## config.mk

```make
export PLATFORM = sky130hd
export DESIGN_NAME = mips_muldiv_unit
export DESIGN_NICKNAME = d
export VERILOG_FILES = /design/src/rtl/mips_pkg.sv /design/src/rtl/mips_md_step.sv /design/src/rtl/mips_muldiv_unit.sv
export SDC_FILE = /design/constraint.sdc
export NUM_CORES = 1
export LEC_CHECK = 0
export CAP_MARGIN = 15
export CORE_AREA = 2 2 219 178
export CTS_BUF_LIST = sky130_fd_sc_hd__clkbuf_4
export DETAILED_ROUTE_END_ITERATION = 10
export DIE_AREA = 0 0 221 180
export GPL_TIMING_DRIVEN = 0
export PLACE_DENSITY = 0.63
export SYNTH_ARGS = -nofsm -noshare
export SYNTH_HDL_FRONTEND = slang
export SYNTH_SLANG_ARGS = --single-unit
```

## constraint.sdc

```tcl
create_clock -name clk -period 11 [get_ports clk]
set_input_delay 2.2 -clock clk [delete_from_list [all_inputs] [get_ports clk]]
set_output_delay 2.2 -clock clk [all_outputs]
set_load 0.05 [all_outputs]
```

## src/rtl/mips_pkg.sv

```systemverilog
// Shared MIPS definitions: mult/div op encoding, decoder funct codes and
// the multiply/divide unit state encoding.
package mips_pkg;

    typedef enum logic [2:0] {
        MULT  = 3'd0,
        MULTU = 3'd1,
        DIV   = 3'd2,
        DIVU  = 3'd3,
        MTHI  = 3'd4,
        MTLO  = 3'd5
    } t_md_op;

    typedef enum logic [1:0] {
        IDLE,
        CALC,
        FIX
    } t_md_state;

    // R-type funct field values the core decoder maps onto t_md_op.
    localparam logic [5:0] FUNCT_MTHI  = 6'h11;
    localparam logic [5:0] FUNCT_MTLO  = 6'h13;
    localparam logic [5:0] FUNCT_MULT  = 6'h18;
    localparam logic [5:0] FUNCT_MULTU = 6'h19;
    localparam logic [5:0] FUNCT_DIV   = 6'h1A;
    localparam logic [5:0] FUNCT_DIVU  = 6'h1B;

    function automatic logic md_is_signed(input t_md_op op);
        return (op == MULT) || (op == DIV);
    endfunction

    function automatic logic md_is_div(input t_md_op op);
        return (op == DIV) || (op == DIVU);
    endfunction

endpackage

```

## src/rtl/mips_md_step.sv

```systemverilog
// One radix-2 iteration: shift-add for multiply, restoring shift-subtract
// for divide. Pure combinational; the caller holds the accumulators.
module mips_md_step #(
    parameter int WIDTH = 32
) (
    input  logic             i_is_div,
    input  logic [WIDTH-1:0] i_acc_hi,
    input  logic [WIDTH-1:0] i_acc_lo,
    input  logic [WIDTH-1:0] i_operand,
    output logic [WIDTH-1:0] o_acc_hi,
    output logic [WIDTH-1:0] o_acc_lo
);

    logic [WIDTH:0] w_sum;
    logic [WIDTH:0] w_shifted;
    logic [WIDTH:0] w_diff;

    // Multiply keeps the multiplier in acc_lo and retires its LSB each step;
    // divide keeps the dividend in acc_lo and shifts quotient bits in.
    always_comb begin
        w_sum     = {1'b0, i_acc_hi} + (i_acc_lo[0] ? {1'b0, i_operand} : '0);
        w_shifted = {i_acc_hi, i_acc_lo[WIDTH-1]};
        w_diff    = w_shifted - {1'b0, i_operand};
        if (i_is_div) begin
            o_acc_hi = w_diff[WIDTH] ? w_shifted[WIDTH-1:0] : w_diff[WIDTH-1:0];
            o_acc_lo = {i_acc_lo[WIDTH-2:0], ~w_diff[WIDTH]};
        end else begin
            o_acc_hi = w_sum[WIDTH:1];
            o_acc_lo = {w_sum[0], i_acc_lo[WIDTH-1:1]};
        end
    end

endmodule

```

## src/rtl/mips_muldiv_unit.sv

```systemverilog
// Iterative multiply/divide unit owning HI/LO. Operates on magnitudes and
// applies the sign correction in a single FIX cycle at the end.
module mips_muldiv_unit
    import mips_pkg::*;
#(
    parameter int WIDTH = 32,
    parameter int ITER  = 32
) (
    input  logic             clk,
    input  logic             reset,
    input  logic             start,
    input  t_md_op           op,
    input  logic [WIDTH-1:0] op_a,
    input  logic [WIDTH-1:0] op_b,
    output logic             busy,
    output logic             done,
    output logic [WIDTH-1:0] hi,
    output logic [WIDTH-1:0] lo
);

    localparam int CW = (ITER > 1) ? $clog2(ITER) : 1;

    t_md_state        r_state;
    t_md_state        w_next_state;
    logic [CW-1:0]    r_count;
    logic [WIDTH-1:0] r_acc_hi;
    logic [WIDTH-1:0] r_acc_lo;
    logic [WIDTH-1:0] r_operand;
    logic [WIDTH-1:0] r_hi;
    logic [WIDTH-1:0] r_lo;
    logic             r_is_div;
    logic             r_neg_res;
    logic             r_neg_rem;
    logic             r_done;

    logic             w_accept;
    logic             w_is_md;
    logic             w_is_div;
    logic             w_div_zero;
    logic             w_sign_a;
    logic             w_sign_b;
    logic [WIDTH-1:0] w_abs_a;
    logic [WIDTH-1:0] w_abs_b;
    logic [WIDTH-1:0] w_step_hi;
    logic [WIDTH-1:0] w_step_lo;
    logic [WIDTH-1:0] w_quot;
    logic [WIDTH-1:0] w_rem;
    logic [2*WIDTH-1:0] w_prod;

    mips_md_step #(.WIDTH(WIDTH)) u_step (
        .i_is_div  (r_is_div),
        .i_acc_hi  (r_acc_hi),
        .i_acc_lo  (r_acc_lo),
        .i_operand (r_operand),
        .o_acc_hi  (w_step_hi),
        .o_acc_lo  (w_step_lo)
    );

    // Requests are only honoured in IDLE; anything arriving while busy is dropped.
    always_comb begin
        w_accept   = start && (r_state == IDLE);
        w_is_md    = (op == MULT) || (op == MULTU) || (op == DIV) || (op == DIVU);
        w_is_div   = md_is_div(op);
        w_sign_a   = md_is_signed(op) && op_a[WIDTH-1];
        w_sign_b   = md_is_signed(op) && op_b[WIDTH-1];
        w_abs_a    = w_sign_a ? -op_a : op_a;
        w_abs_b    = w_sign_b ? -op_b : op_b;
        w_div_zero = w_is_div && (op_b == '0);
    end

    always_ff @(posedge clk or posedge reset) begin
        if (reset) r_state <= IDLE;
        else       r_state <= w_next_state;
    end

    always_comb begin
        w_next_state = r_state;
        case (r_state)
            IDLE:    if (w_accept && w_is_md) w_next_state = w_div_zero ? FIX : CALC;
            CALC:    if (r_count == '0) w_next_state = FIX;
            FIX:     w_next_state = IDLE;
            default: w_next_state = IDLE;
        endcase
    end

    always_comb begin
        busy   = (r_state != IDLE);
        w_prod = {r_acc_hi, r_acc_lo};
        if (r_neg_res) w_prod = -w_prod;
        w_quot = r_neg_res ? -r_acc_lo : r_acc_lo;
        w_rem  = r_neg_rem ? -r_acc_hi : r_acc_hi;
    end

    // Divide-by-zero preloads the accumulators with the architectural result
    // and clears the sign flags so FIX passes it through untouched.
    always_ff @(posedge clk or posedge reset) begin
        if (reset) begin
            r_count   <= '0;
            r_acc_hi  <= '0;
            r_acc_lo  <= '0;
            r_operand <= '0;
            r_hi      <= '0;
            r_lo      <= '0;
            r_is_div  <= 1'b0;
            r_neg_res <= 1'b0;
            r_neg_rem <= 1'b0;
            r_done    <= 1'b0;
        end else begin
            r_done <= 1'b0;
            case (r_state)
                IDLE: begin
                    if (w_accept) begin
                        if (op == MTHI) begin
                            r_hi <= op_a;
                        end else if (op == MTLO) begin
                            r_lo <= op_a;
                        end else if (w_is_md) begin
                            r_is_div <= w_is_div;
                            r_count  <= CW'(ITER - 1);
                            r_acc_hi <= '0;
                            if (w_div_zero) begin
                                r_acc_hi  <= op_a;
                                r_acc_lo  <= '1;
                                r_operand <= op_b;
                                r_neg_res <= 1'b0;
                                r_neg_rem <= 1'b0;
                            end else begin
                                r_acc_lo  <= w_is_div ? w_abs_a : w_abs_b;
                                r_operand <= w_is_div ? w_abs_b : w_abs_a;
                                r_neg_res <= w_sign_a ^ w_sign_b;
                                r_neg_rem <= w_sign_a;
                            end
                        end
                    end
                end
                CALC: begin
                    r_acc_hi <= w_step_hi;
                    r_acc_lo <= w_step_lo;
                    r_count  <= r_count - 1'b1;
                end
                FIX: begin
                    r_done <= 1'b1;
                    if (r_is_div) begin
                        r_lo <= w_quot;
                        r_hi <= w_rem;
                    end else begin
                        {r_hi, r_lo} <= w_prod;
                    end
                end
                default: ;
            endcase
        end
    end

    assign done = r_done;
    assign hi   = r_hi;
    assign lo   = r_lo;

endmodule

```

Word level (Yosys, flattened, before mapping):

Cells that the tools add are included.

* bits in registers: 171
* word-level logic and storage cells: 105

* add/subtract/negate cells: 8
* equality and inequality tests: 15
* muxes and demuxes: 45
* bitwise gates (word level): 4
* reduce and logical (&&, ||, !) cells: 22

Operators by type and width (count)
* $mux 32: 28
* $pmux 32 s2: 4
* $neg 32->32: 4
* $mux 64: 1
* $neg 64->64: 1
* $add 32x33->33: 1
* $sub 33x32->33: 1
* $logic_not 32->1: 1
* $mux 5: 4
* $ne 2x2->1 const B: 5
* $pmux 5 s2: 1
* $reduce_and 5->1: 2
* $eq 3x2->1 const B: 2
* $eq 3x3->1 const B: 2
* $mux 2: 3
* $ne 2x1->1 const B: 3
* $reduce_bool 2->1: 3
* $logic_and 1x1->1: 5
* $logic_not 5->1: 1
* $logic_or 1x1->1: 5
* $sub 5x1->5 const B: 1
* $pmux 2 s2: 1
* $reduce_and 4->1: 1
* $eq 3x1->1 const B: 1
* other kinds (9): 13

Logic depth before layout (Yosys ltp):

* depth after elaboration: 11
* depth in mapped cells: 14
* depth with buffers taken out: 12

Hierarchy:

From an unflattened synthesis, not the netlist that was laid out.

* cell total of the unflattened synthesis: 2101
* area, all modules: 16281.9 um2

Modules (own cells, without submodules)
* mips_muldiv_unit: times used 1, cells each 1389, area each 11452.2 um2, sequential area each 4279.1 um2
* mips_md_step: times used 1, cells each 712, area each 4829.6 um2, sequential area each 0.0 um2

Least setup slack after synthesis:

OpenSTA, ideal clock, no wires.

* path kind: input to register
* start: in op_b[0]
* end: reg r_acc_hi[21]
* library setup time: 77 ps
* arrival: 4636 ps
* path slack: 6287 ps
* stages on the path: 11
* cell sequence: inv_1 > ha_1 > or4b_2 > or3_1 > or3_1 > nor2_1 > buf_4 > nand3_1 > a22oi_1 > o31ai_1 > a21oi_1

* word-level cells in the longest chain between the ends: 8

Ends and longest elaborated chain
* from (decl): RTL line mips_muldiv_unit.sv:14 `input logic [WIDTH-1:0] op_b,`
* $logic_not 32->1: RTL line mips_muldiv_unit.sv:68 `w_div_zero = w_is_div && (op_b == '0);`
* $logic_and 1x1->1: RTL line mips_muldiv_unit.sv:68
* $mux 32: RTL line mips_muldiv_unit.sv:121 `if (w_div_zero) begin`
* $mux 32: RTL line mips_muldiv_unit.sv:117 `end else if (w_is_md) begin`
* $mux 32: RTL line mips_muldiv_unit.sv:115 `end else if (op == MTLO) begin`
* $mux 32: RTL line mips_muldiv_unit.sv:113 `if (op == MTHI) begin`
* $mux 32: RTL line mips_muldiv_unit.sv:112 `if (w_accept) begin`
* $pmux 32 s2: RTL line mips_muldiv_unit.sv:110 `case (r_state)`
* to (signal assigned): RTL line mips_muldiv_unit.sv:122 `r_acc_hi <= op_a;`
* to (signal assigned): RTL line mips_muldiv_unit.sv:137 `r_acc_hi <= w_step_hi;`
* to (decl): RTL line mips_muldiv_unit.sv:26 `logic [WIDTH-1:0] r_acc_hi;`

Every way passes these cells. The select of a mux whose other input is x is not followed.
A chain may end at the register's enable or synchronous reset.

Worst setup path after layout:

* start: in op_b[0]
* end: reg r_acc_hi[8]

Same word-level chain as after synthesis.

==> flow_metrics.tcl <==
set metrics [dict create \
    crit_type "in2reg" \
    worstMarginPinSlew_ns 1.20 \
    wirelength_microns 66400 \
    clk-insertion-delay-late_ns 0.67 \
    antenna_found_initial 4 \
    min_from "lo[12]" \
    peakVddDrop_v 0.000160 \
    power_leakage_uw 0.00697 \
    cp_cell_sequence "clkdlybuf4s50_1 > inv_1 > ha_1 > or4b_2 > nor3_1 > nand3_1 > nor2_1 > clkbuf_1 > a221oi_1 > o21ai_0" \
    syn_nets 2107 \
    cts_root_buf "clkbuf_4" \
    via_per_inst 6.17 \
    cts_tree "built" \
    crit_buf_inv 3 \
    fill_cells 3799 \
    p_comb_share_pct 70.1 \
    pwr_density_cell_mw_per_mm2 316 \
    required_ns 11.55 \
    outcome "completed" \
    core_region_area_sq_mm 0.0377 \
    rows 64 \
    cts-buffers-inserted 17 \
    clock_sinks 171 \
    dp.final_hpwl_microns 51700 \
    cp_slowest_cell "nor2_1" \
    fin_nets 2254 \
    yosysWarningCount 0 \
    skew_ns 0.0509 \
    drt_iter0_drc 2136 \
    drv_cap 0 \
    multiInputGateArea_sq_mm 0.0102 \
    wl_per_cell_microns 25.3 \
    cp-start-kind "input pin" \
    die_area_sq_mm 0.0398 \
    p_sw_uw 3030 \
    ys_seq_area_share_pct 28.2 \
    initial_core_util_pct 40.3 \
    cp_top_family "simple AND/OR/NAND/NOR gates" \
    drive_gt1_share_pct 3.76 \
    hold_class "reg2reg" \
    clock_path_buffers 2 \
    drc_errors 0 \
    synth_seq_cells 171 \
    finalCriticalPeriod_ns 6.17 \
    swShare_pct 55.2 \
    crit_path_start "op_b[0]" \
    grt_max_degree 114 \
    fin_tns_setup_ns 0 \
    ant_nets 0 \
    synth-edff-count 0 \
    p_int_uw 2460 \
    ys_types 78 \
    ys.flop_type "dfrtp_1" \
    avgSynthCellArea_sq_um 7.73 \
    syn_inst 1965 \
    r2r_start "r_acc_hi[0]" \
    setup_viol 0 \
    finalPower_uw 5490 \
    clkPwrFrac_pct 6.7 \
    cts_setup_buffers 0 \
    slew_headroom_pct 19.4 \
    cts_resized 0 \
    die_w_microns 221 \
    seqCellArea_sq_mm 0.00428 \
    finalCritPeriodShare_pct 56.1 \
    crit_arrival_ns 6.72 \
    port_buffers 127 \
    layout_commonest_cell "nand2_1" \
    slew_viol_final 0 \
    fmax_mhz 162 \
    postCtsHoldBufs 0 \
    syn2layout_area_growth_pct 14.3 \
    ioPinCount 136 \
    p_seq_share_pct 23.1 \
    path_max_fanout 10 \
    gp_congestion 0.997 \
    synthArstFlopShare_pct 100 \
    h-tree-depth 4 \
    cp-end-kind "flip-flop" \
    grt_pass1_wl_microns 97300 \
    gr-usage-all-layers_pct 32.6 \
    cts.clk_slew.worst_paths_ns 0.16 \
    route.vias.total 16200 \
    first_pass_iters 10 \
    grt_overflow_total 0 \
    slowest_delay_ns 1.00 \
    fin_ws_ns 4.83 \
    post-place-ws_ns 4.41 \
    hold_violations 0 \
    die_h_microns 180 \
    rsz0062_at_grt "no" \
    final_cell_mix "nand2_1, nor2_1, a21oi_1" \
    grt_pass1_vias 15000 \
    synth_area_sq_mm 0.0152 \
]
metrics by stage:
step           hold slack (ns)  utilization (%)  instances  cell area, sq um
2_1_floorplan            0.450                -       1965             15200
3_3_place_gp             0.463             45.3       2587             17100
3_5_place_dp             0.472             45.4       2588             17100
4_1_cts                  0.508             46.0       2620             17400
5_1_grt                  0.514             46.0       2621             17400
6_report                 0.499             46.0       2621             17400
cells in the mapped netlist, drive strengths merged (5+ instances only):
cell / count / area, sq um
nor4: 15 / 115
nand2b: 20 / 125
clkbuf: 103 / 387
inv: 66 / 248
o21ai: 154 / 771
nor2b: 8 / 50.1
a21oi: 210 / 1060
a211o: 6 / 52.6
ha: 70 / 876
o21a: 6 / 45.0
nor3: 57 / 285
o22ai: 11 / 68.8
o31ai: 28 / 215
mux2: 15 / 169
o41ai: 14 / 123
a211oi: 44 / 330
nand2: 216 / 811
a22oi: 7 / 52.6
nor2: 210 / 791
a21o: 34 / 255
or2: 8 / 50.1
o211ai: 9 / 67.6
a41oi: 5 / 43.8
or4: 15 / 120
xnor2: 85 / 744
a221oi: 14 / 123
o21bai: 10 / 75.1
or3: 22 / 143
xor2: 80 / 701
buf: 26 / 118
nand3: 34 / 170
a31oi: 11 / 68.8
and3: 9 / 56.3
dfrtp: 171 / 4280
a311oi: 5 / 43.8
and2: 12 / 75.1
a22o: 9 / 78.8
mux2i: 82 / 821
nand4: 14 / 87.6
worst reg2reg max path, cell delays in order (launching register included):
cell	delay, ns
dfrtp_1	0.61
inv_1	0.25
fa_1	0.47
nand2b_1	0.21
a21oi_1	0.37
o21ai_0	0.26
a21oi_1	0.55
o311ai_2	0.31
nor2_2	0.50
buf_4	0.33
buf_4	0.27
mux2i_1	0.26
o21ai_0	0.12
layer usage:
metal / share of wire (%) / vias to the layer above / global-route usage (%) / routed length (microns)
met5: 0.071 / - / 0 / 47
met4: 5.0 / 6 / 15.3 / 3310
met3: 12 / 169 / 9.82 / 7660
met2: 41 / 916 / 46.2 / 26900
met1: 43 / 7732 / 45.0 / 28500
li1: - / 7351 / - / -
state kept, by name, indices dropped and copies added (netlist names):
name	flops
hi	32
lo	32
r_acc_hi	32
r_acc_lo	32
r_operand	32
r_count	5
r_state	2
done	1
r_is_div	1
r_neg_rem	1
r_neg_res	1
path summary, 6_finish.rpt:
check / slack, ns / end / depth (start not counted)
worst min-delay path: 0.50 / lo[12] / 2
worst max-delay path: 4.83 / r_acc_hi[8] / 10
min in group asynchronous: 1.95 / lo[20] / 2
worst min register to register: 0.50 / lo[12] / 2
worst max register to register: 6.33 / r_acc_hi[5] / 12
max in group asynchronous: 8.05 / r_count[0] / 3
power by group through the flow:
stage / clock [uW] / combinational [uW] / sequential [uW]
2_1_floorplan: 0 / 2480 / 1410
3_3_place_gp: 0 / 3710 / 1250
3_5_place_dp: 0 / 3760 / 1260
4_1_cts: 371 / 3780 / 1250
5_1_grt: 396 / 4170 / 1290
6_report: 368 / 3850 / 1270
layout make-up:
cell class,instances,share of cell area [%]
well taps,495,3.57
diodes,1,0.0144
repair buffers,128,7.48
flip-flops and latches,171,24.6
clock buffers,18,0.778
inverters,66,1.47
plain buffers,129,2.90
clock inverters,14,0.663
multi-input cells,1599,58.5
logic make-up (layout without fill, tap and decap cells):
family / count (synthesis) / in the layout / share of synthesized area, %
adders and majority gates: 72 / 72 / 6.03
and+or+nand+nor: 661 / 661 / 20.2
buffers and inverters: 195 / 355 / 4.95
AOI/OAI and AO/OA: 604 / 604 / 24.6
xor gates and xnor gates: 165 / 165 / 9.52
other: 0 / 1 / 0
muxes: 97 / 97 / 6.52
DFF: 171 / 171 / 28.2
Power figures use the tool's default switching activity.
